`src/rtl/rx_fifo_pkg.sv`:
```
// Shared constants, address-width helper and status-flag layout for the receive FIFO.
package rx_fifo_pkg;

    localparam int RX_FIFO_DATA_W_DEF = 8;
    localparam int RX_FIFO_DEPTH_DEF  = 32;

    function automatic int rx_fifo_aw(input int depth);
        return (depth > 1) ? $clog2(depth) : 1;
    endfunction

    // Bit order matches the status register layout, MSB first.
    typedef struct packed {
        logic full;
        logic empty;
        logic almost_full;
        logic almost_empty;
        logic overflow;
        logic underflow;
    } rx_fifo_flags_t;

endpackage

```
`src/rtl/rx_fifo_ram.sv`:
```
// DEPTH x DATA_W storage, one write port and one read port.
// Read is asynchronous when RX_FIFO_FWFT_EN is defined, registered otherwise.
module rx_fifo_ram
    import rx_fifo_pkg::*;
#(
    parameter int DATA_W = RX_FIFO_DATA_W_DEF,
    parameter int DEPTH  = RX_FIFO_DEPTH_DEF,
    parameter int AW     = rx_fifo_aw(DEPTH)
) (
    input  logic              clk,
    input  logic              rst,
    input  logic              wr_en_i,
    input  logic [AW-1:0]     wr_addr_i,
    input  logic [DATA_W-1:0] wr_data_i,
    input  logic              rd_en_i,
    input  logic [AW-1:0]     rd_addr_i,
    output logic [DATA_W-1:0] rd_data_o
);

    logic [DATA_W-1:0] mem_q [DEPTH];

    // NOTE: the array is deliberately left out of reset so it can map onto RAM primitives.
    always_ff @(posedge clk) begin
        if (wr_en_i) begin
            mem_q[wr_addr_i] <= wr_data_i;
        end
    end

`ifdef RX_FIFO_FWFT_EN
    logic unused_rd_ctrl;
    assign unused_rd_ctrl = rst | rd_en_i;
    assign rd_data_o      = mem_q[rd_addr_i];
`else
    logic [DATA_W-1:0] rd_data_q;

    always_ff @(posedge clk) begin
        if (rst) begin
            rd_data_q <= '0;
        end else if (rd_en_i) begin
            rd_data_q <= mem_q[rd_addr_i];
        end
    end

    assign rd_data_o = rd_data_q;
`endif

endmodule

```
`src/rtl/rx_fifo_sync.sv`:
```
// Single-clock receive FIFO: pointers, occupancy, threshold flags and sticky errors.
// Define RX_FIFO_FWFT_EN for first-word fall-through reads.
module rx_fifo_sync
    import rx_fifo_pkg::*;
#(
    parameter  int DATA_W    = RX_FIFO_DATA_W_DEF,
    parameter  int DEPTH     = RX_FIFO_DEPTH_DEF,
    parameter  int AFULL_TH  = 28,
    parameter  int AEMPTY_TH = 4,
    localparam int AW        = rx_fifo_aw(DEPTH)
) (
    input  logic              clk,
    input  logic              rst,
    input  logic              flush,
    input  logic              wr_en,
    input  logic [DATA_W-1:0] wr_data,
    input  logic              rd_en,
    output logic [DATA_W-1:0] rd_data,
    output logic              rd_valid,
    output logic              full,
    output logic              empty,
    output logic              almost_full,
    output logic              almost_empty,
    output logic [AW:0]       count,
    output logic              overflow,
    output logic              underflow,
    input  logic              clr_err
);

    localparam int            CW       = AW + 1;
    localparam logic [AW:0]   DEPTH_C  = CW'(DEPTH);
    localparam logic [AW:0]   AFULL_C  = CW'(AFULL_TH);
    localparam logic [AW:0]   AEMPTY_C = CW'(AEMPTY_TH);

    logic [AW-1:0]     wr_ptr_q, wr_ptr_d;
    logic [AW-1:0]     rd_ptr_q, rd_ptr_d;
    logic [AW:0]       count_q, count_d;
    logic              overflow_q, overflow_d;
    logic              underflow_q, underflow_d;
    logic              wr_acc, rd_acc;
    logic [DATA_W-1:0] ram_rd_data;
    rx_fifo_flags_t    flags;

    always_comb begin
        flags.full         = (count_q == DEPTH_C);
        flags.empty        = (count_q == '0);
        flags.almost_full  = (count_q >= AFULL_C);
        flags.almost_empty = (count_q <= AEMPTY_C);
        flags.overflow     = overflow_q;
        flags.underflow    = underflow_q;
    end

    // Accept decisions use only registered flags, so no request reaches an output combinationally.
    assign wr_acc = wr_en & ~flags.full  & ~flush;
    assign rd_acc = rd_en & ~flags.empty & ~flush;

    // NOTE: every next-state signal gets its default first, so no path can infer a latch.
    always_comb begin
        wr_ptr_d    = wr_ptr_q;
        rd_ptr_d    = rd_ptr_q;
        count_d     = count_q;
        overflow_d  = overflow_q & ~clr_err;
        underflow_d = underflow_q & ~clr_err;

        if (flush) begin
            wr_ptr_d = '0;
            rd_ptr_d = '0;
            count_d  = '0;
        end else begin
            if (wr_acc) wr_ptr_d = wr_ptr_q + 1'b1;
            if (rd_acc) rd_ptr_d = rd_ptr_q + 1'b1;
            case ({wr_acc, rd_acc})
                2'b10:   count_d = count_q + 1'b1;
                2'b01:   count_d = count_q - 1'b1;
                default: count_d = count_q;
            endcase
            if (wr_en && flags.full)  overflow_d  = 1'b1;
            if (rd_en && flags.empty) underflow_d = 1'b1;
        end
    end

    // NOTE: state registers use non-blocking assignments so all of them update from pre-edge values.
    always_ff @(posedge clk) begin
        if (rst) begin
            wr_ptr_q    <= '0;
            rd_ptr_q    <= '0;
            count_q     <= '0;
            overflow_q  <= 1'b0;
            underflow_q <= 1'b0;
        end else begin
            wr_ptr_q    <= wr_ptr_d;
            rd_ptr_q    <= rd_ptr_d;
            count_q     <= count_d;
            overflow_q  <= overflow_d;
            underflow_q <= underflow_d;
        end
    end

    rx_fifo_ram #(
        .DATA_W (DATA_W),
        .DEPTH  (DEPTH),
        .AW     (AW)
    ) u_ram (
        .clk       (clk),
        .rst       (rst),
        .wr_en_i   (wr_acc),
        .wr_addr_i (wr_ptr_q),
        .wr_data_i (wr_data),
        .rd_en_i   (rd_acc),
        .rd_addr_i (rd_ptr_q),
        .rd_data_o (ram_rd_data)
    );

`ifdef RX_FIFO_FWFT_EN
    // Head word is shown whenever present; zero while empty keeps the reset value visible.
    assign rd_data  = flags.empty ? '0 : ram_rd_data;
    assign rd_valid = ~flags.empty;
`else
    logic rd_valid_q;

    always_ff @(posedge clk) begin
        if (rst) begin
            rd_valid_q <= 1'b0;
        end else begin
            rd_valid_q <= rd_acc;
        end
    end

    assign rd_data  = ram_rd_data;
    assign rd_valid = rd_valid_q;
`endif

    assign full         = flags.full;
    assign empty        = flags.empty;
    assign almost_full  = flags.almost_full;
    assign almost_empty = flags.almost_empty;
    assign overflow     = flags.overflow;
    assign underflow    = flags.underflow;
    assign count        = count_q;

endmodule

```
`config.mk`:
```
export PLATFORM = sky130hd
export DESIGN_NAME = rx_fifo_sync
export DESIGN_NICKNAME = d
export VERILOG_FILES = /design/src/rtl/rx_fifo_pkg.sv /design/src/rtl/rx_fifo_ram.sv /design/src/rtl/rx_fifo_sync.sv
export SDC_FILE = /design/constraint.sdc
export NUM_CORES = 1
export LEC_CHECK = 0
export CAP_MARGIN = 20
export CORE_AREA = 2 2 153 155
export CTS_CLUSTER_SIZE = 16
export DETAILED_ROUTE_END_ITERATION = 8
export DIE_AREA = 0 0 155 157
export PLACE_DENSITY = 0.73
export SYNTH_ARGS = -nofsm -noshare
export SYNTH_HDL_FRONTEND = slang
export SYNTH_SLANG_ARGS = --single-unit
```
`constraint.sdc`:
```
create_clock -name clk -period 3 [get_ports clk]
set_input_delay 0.3 -clock clk [delete_from_list [all_inputs] [get_ports clk]]
set_output_delay 0.3 -clock clk [all_outputs]
set_load 0.01 [all_outputs]
```
==> key figures <==
Logic synthesis
  • Seq/Total Area, Yosys: 0.734
  • Ys flop type: edfxtp_1
  • EDFF count, synth: 256
  • Mapped Area: 11200 um^2
  • Cells after synthesis: 610
  • Synth cell types: 50
  • Async S/R FF share, synth: 0
  • Yosys warnings: 0
  • Avg Inst Size Synth: 18.4 um^2
  • Number of synthesized register bits: 283
  • Post-Syn Nets: 635

Layout
  • Sequential cell area: 8230 um^2
  • Area delta synth->final: 17.6%
  • Antenna Cells: 0
  • Nets: 728
  • Layout cells sized above 1: 0.213
  • Fill cell count: 1550
  • Multi-input gate area: 2770 um^2
  • Final instance area: 13200 um^2

Route
  • Vias/cell: 5.91
  • DRT iter0 DRCs: 506
  • DRT Wirelength: 23700 um
  • DR vias: 5976
  • Routed len/inst: 23.4 um
  • Routed Antenna Nets: 0
  • DR pass1 iterations: 5
  • Drt drc: 0

Worst setup path
  • Setup crit start kind: register
  • CP max FO: 7
  • Worst EP arrival: 3260 ps
  • CP Class: register to register
  • Req. time, crit path: 3480 ps
  • Worst setup EP type: register

Job
  • Max cap viols: 0

GRT
  • Met2 Use GR: 0.341
  • Met1 GRT Util: 0.260
  • Initial antenna violation count: 0
  • GRT Util Overall: 0.197
  • Most crowded layer after global routing: met2
  • GRT Residual Overflow: 0
  • M3 GR Usage: 0.0339
  • Vias in the first global route: 6095
  • First-pass GRT wire length: 35900 um
  • Largest net degree at the start of global routing: 49

STA
  • Clk_skew: 16.2 ps
  • RSZ-0062 raised after global routing: no
  • Tmin final: 2780 ps
  • Final TNS setup: 0 ps
  • Setup violators final: 0
  • Rel. slew slack: 0.470
  • Worst Max-Slew Pin Slew: 794 ps
  • Max Slew Vio Count: 0
  • Crit share post-route: 0.928
  • Final Hold Viols: 0
  • Peak Freq: 0.359 GHz
  • Final setup margin: 217 ps

Placed design
  • GP Congestion: 0.856
  • Input/output buffers: 34
  • Placed Area: 12200 um^2
  • Place WS: 148 ps
  • Post-DP HPWL: 14900 um

Power and ir drop
  • Comb pwr share: 0.022
  • Seq pwr share: 0.525
  • Peak VDD IR: 0.386 mV
  • Leakage power: 4.18 nW
  • Clock power share: 0.452
  • Cell Pwr Density: 622 nW/um^2
  • P_int: 6.60 mW
  • Sw Pwr: 1.60 mW
  • Total chip power: 8.20 mW
  • Switching share of power: 0.195

CTS
  • Worst-skew pair later-pin latency: 550 ps
  • CTS max path bufs: 3
  • Post-CTS sizing: 0
  • CTS tree: done
  • Clk slew on worst S/H paths: 70 ps
  • TritonCTS buffer count: 29
  • CTS Hold Buffers Added: 0
  • Clk sink count: 283
  • Root Driver: clkbuf_16
  • Htree depth: 1
  • Post-CTS Setup Bufs: 0

Floorplan
  • Core Footprint: 22500 um^2
  • Row cnt: 55
  • Initial Utilization: 0.498
  • IO Count: 35
  • Die X: 155 um
  • Die height: 157 um
  • Die area: 24300 um^2

Outcome
  • Status: finished, final reports clean

Hold path
  • Hold crit path type: input port to register
## final timing paths
kind	start	end	slack, ps	cells after the start
worst max-delay path	count[3]	count[5]	220	10
worst min-delay path	rst	overflow	390	2
worst max register to register	count[3]	count[5]	220	10
worst min register to register	underflow	underflow	470	2
## cells by family (layout without fill, tap and decap cells)
| group | count (synthesis) | count (layout) | synth area share |
|---|---|---|---|
| DFF | 283 | 283 | 0.734 |
| AOI/OAI and AO/OA | 80 | 80 | 0.0530 |
| and+or+nand+nor | 103 | 103 | 0.0426 |
| xor gates and xnor gates | 11 | 11 | 0.00859 |
| muxes | 81 | 81 | 0.129 |
| buffers and inverters | 41 | 157 | 0.0201 |
| adders and majority gates | 11 | 11 | 0.0129 |
## synth_stat cells, types with 3 or more instances
cell type | n | share of area
a22o_1 | 14 | 0.011
nand3_1 | 4 | 0.0018
buf_2 | 5 | 0.0022
a22oi_1 | 8 | 0.0054
mux4_2 | 43 | 0.086
buf_6 | 6 | 0.0060
a2111oi_1 | 5 | 0.0045
clkbuf_1 | 15 | 0.0050
nand4_1 | 4 | 0.0022
a21oi_1 | 23 | 0.010
nand2_1 | 16 | 0.0054
o22ai_1 | 7 | 0.0039
nor3_1 | 5 | 0.0022
mux4_1 | 6 | 0.014
ha_1 | 10 | 0.011
nor2b_1 | 4 | 0.0022
nand3b_1 | 4 | 0.0027
nand2b_1 | 3 | 0.0017
o221ai_1 | 8 | 0.0062
mux2i_1 | 32 | 0.029
xnor2_1 | 5 | 0.0039
dfxtp_1 | 27 | 0.048
nor2_1 | 53 | 0.018
xor2_1 | 6 | 0.0047
inv_1 | 11 | 0.0037
edfxtp_1 | 256 | 0.69
## placed cells by master, fill, tap and decap left out, types with 2 or more instances in the layout
| cell type | n |
|---|---|
| edfxtp_1 | 256 |
| buf_4 | 56 |
| nor2_1 | 53 |
| mux4_2 | 43 |
| clkdlybuf4s50_1 | 34 |
| mux2i_1 | 32 |
| clkbuf_16 | 29 |
| dfxtp_1 | 26 |
| a21oi_1 | 23 |
| nand2_1 | 16 |
| a22o_1 | 14 |
| inv_1 | 11 |
| ha_1 | 10 |
| o221ai_1 | 8 |
| a22oi_1 | 8 |
| o22ai_1 | 7 |
| xor2_1 | 6 |
| mux4_1 | 6 |
| nor3_1 | 5 |
| a2111oi_1 | 5 |
| xnor2_1 | 5 |
| clkbuf_1 | 5 |
| nand3b_1 | 4 |
| nand3_1 | 4 |
| nor2b_1 | 4 |
| nand4_1 | 4 |
| clkbuf_8 | 4 |
| clkinv_2 | 4 |
| clkinvlp_4 | 4 |
| bufinv_16 | 4 |
| nand2b_1 | 3 |
| a31oi_1 | 2 |
| or4_1 | 2 |
| or3b_1 | 2 |
| a2111oi_2 | 2 |
| o21ai_0 | 2 |
| inv_6 | 2 |
## final cells by class
| type | count | area share |
|---|---|---|
| Clock buffer | 38 | 0.0606 |
| Multi-Input combinational cell | 286 | 0.210 |
| Tap cell | 285 | 0.0270 |
| Clock inverter | 16 | 0.0157 |
| Sequential cell | 283 | 0.624 |
| Inverter | 12 | 0.00342 |
| Timing Repair Buffer | 91 | 0.0592 |
## critical path, stage by stage, from the launching register on
cell and delay [ps]:
dfxtp_1 390, nor4_2 430, a31oi_2 170, inv_2 70, ha_1 300, ha_1 300, a21o_1 180, a21oi_1 250
o21ai_0 180, a311oi_1 310, a41o_1 130
## power by group through the flow
| stage | registers, mW | logic (mW) | clock network, mW |
|---|---|---|---|
| 2_1_floorplan | 4.39 | 0.0645 | 0 |
| 3_3_place_gp | 4.39 | 0.175 | 0 |
| 3_5_place_dp | 4.39 | 0.185 | 0 |
| 4_1_cts | 4.31 | 0.186 | 3.76 |
| 5_1_grt | 4.31 | 0.197 | 3.91 |
| 6_report | 4.31 | 0.184 | 3.71 |
## per-layer routing
metal	routed length, um	vias to the layer above
met5	0	-
met4	501	0
met3	1340	41
met2	12000	206
met1	9870	3078
li1	-	2651
## per-stage QoR
| stage | std cells | util | hold slack, ps |
|---|---|---|---|
| floorplan | 610 | - | 369 |
| finish | 1011 | 0.586 | 388 |
| detailed placement | 957 | 0.541 | 466 |
| global route | 1011 | 0.586 | 404 |
| global placement | 957 | 0.541 | 446 |
| CTS | 1011 | 0.586 | 377 |
## sequential cells by signal (all words and copies together), names as in the netlist
signal	flops
u_ram.mem_q	256
rd_valid	1
count	6
u_ram.rd_data_o	8
underflow	1
rd_ptr_q	5
overflow	1
wr_ptr_q	5
No activity file was read; power rests on OpenSTA's default activity.
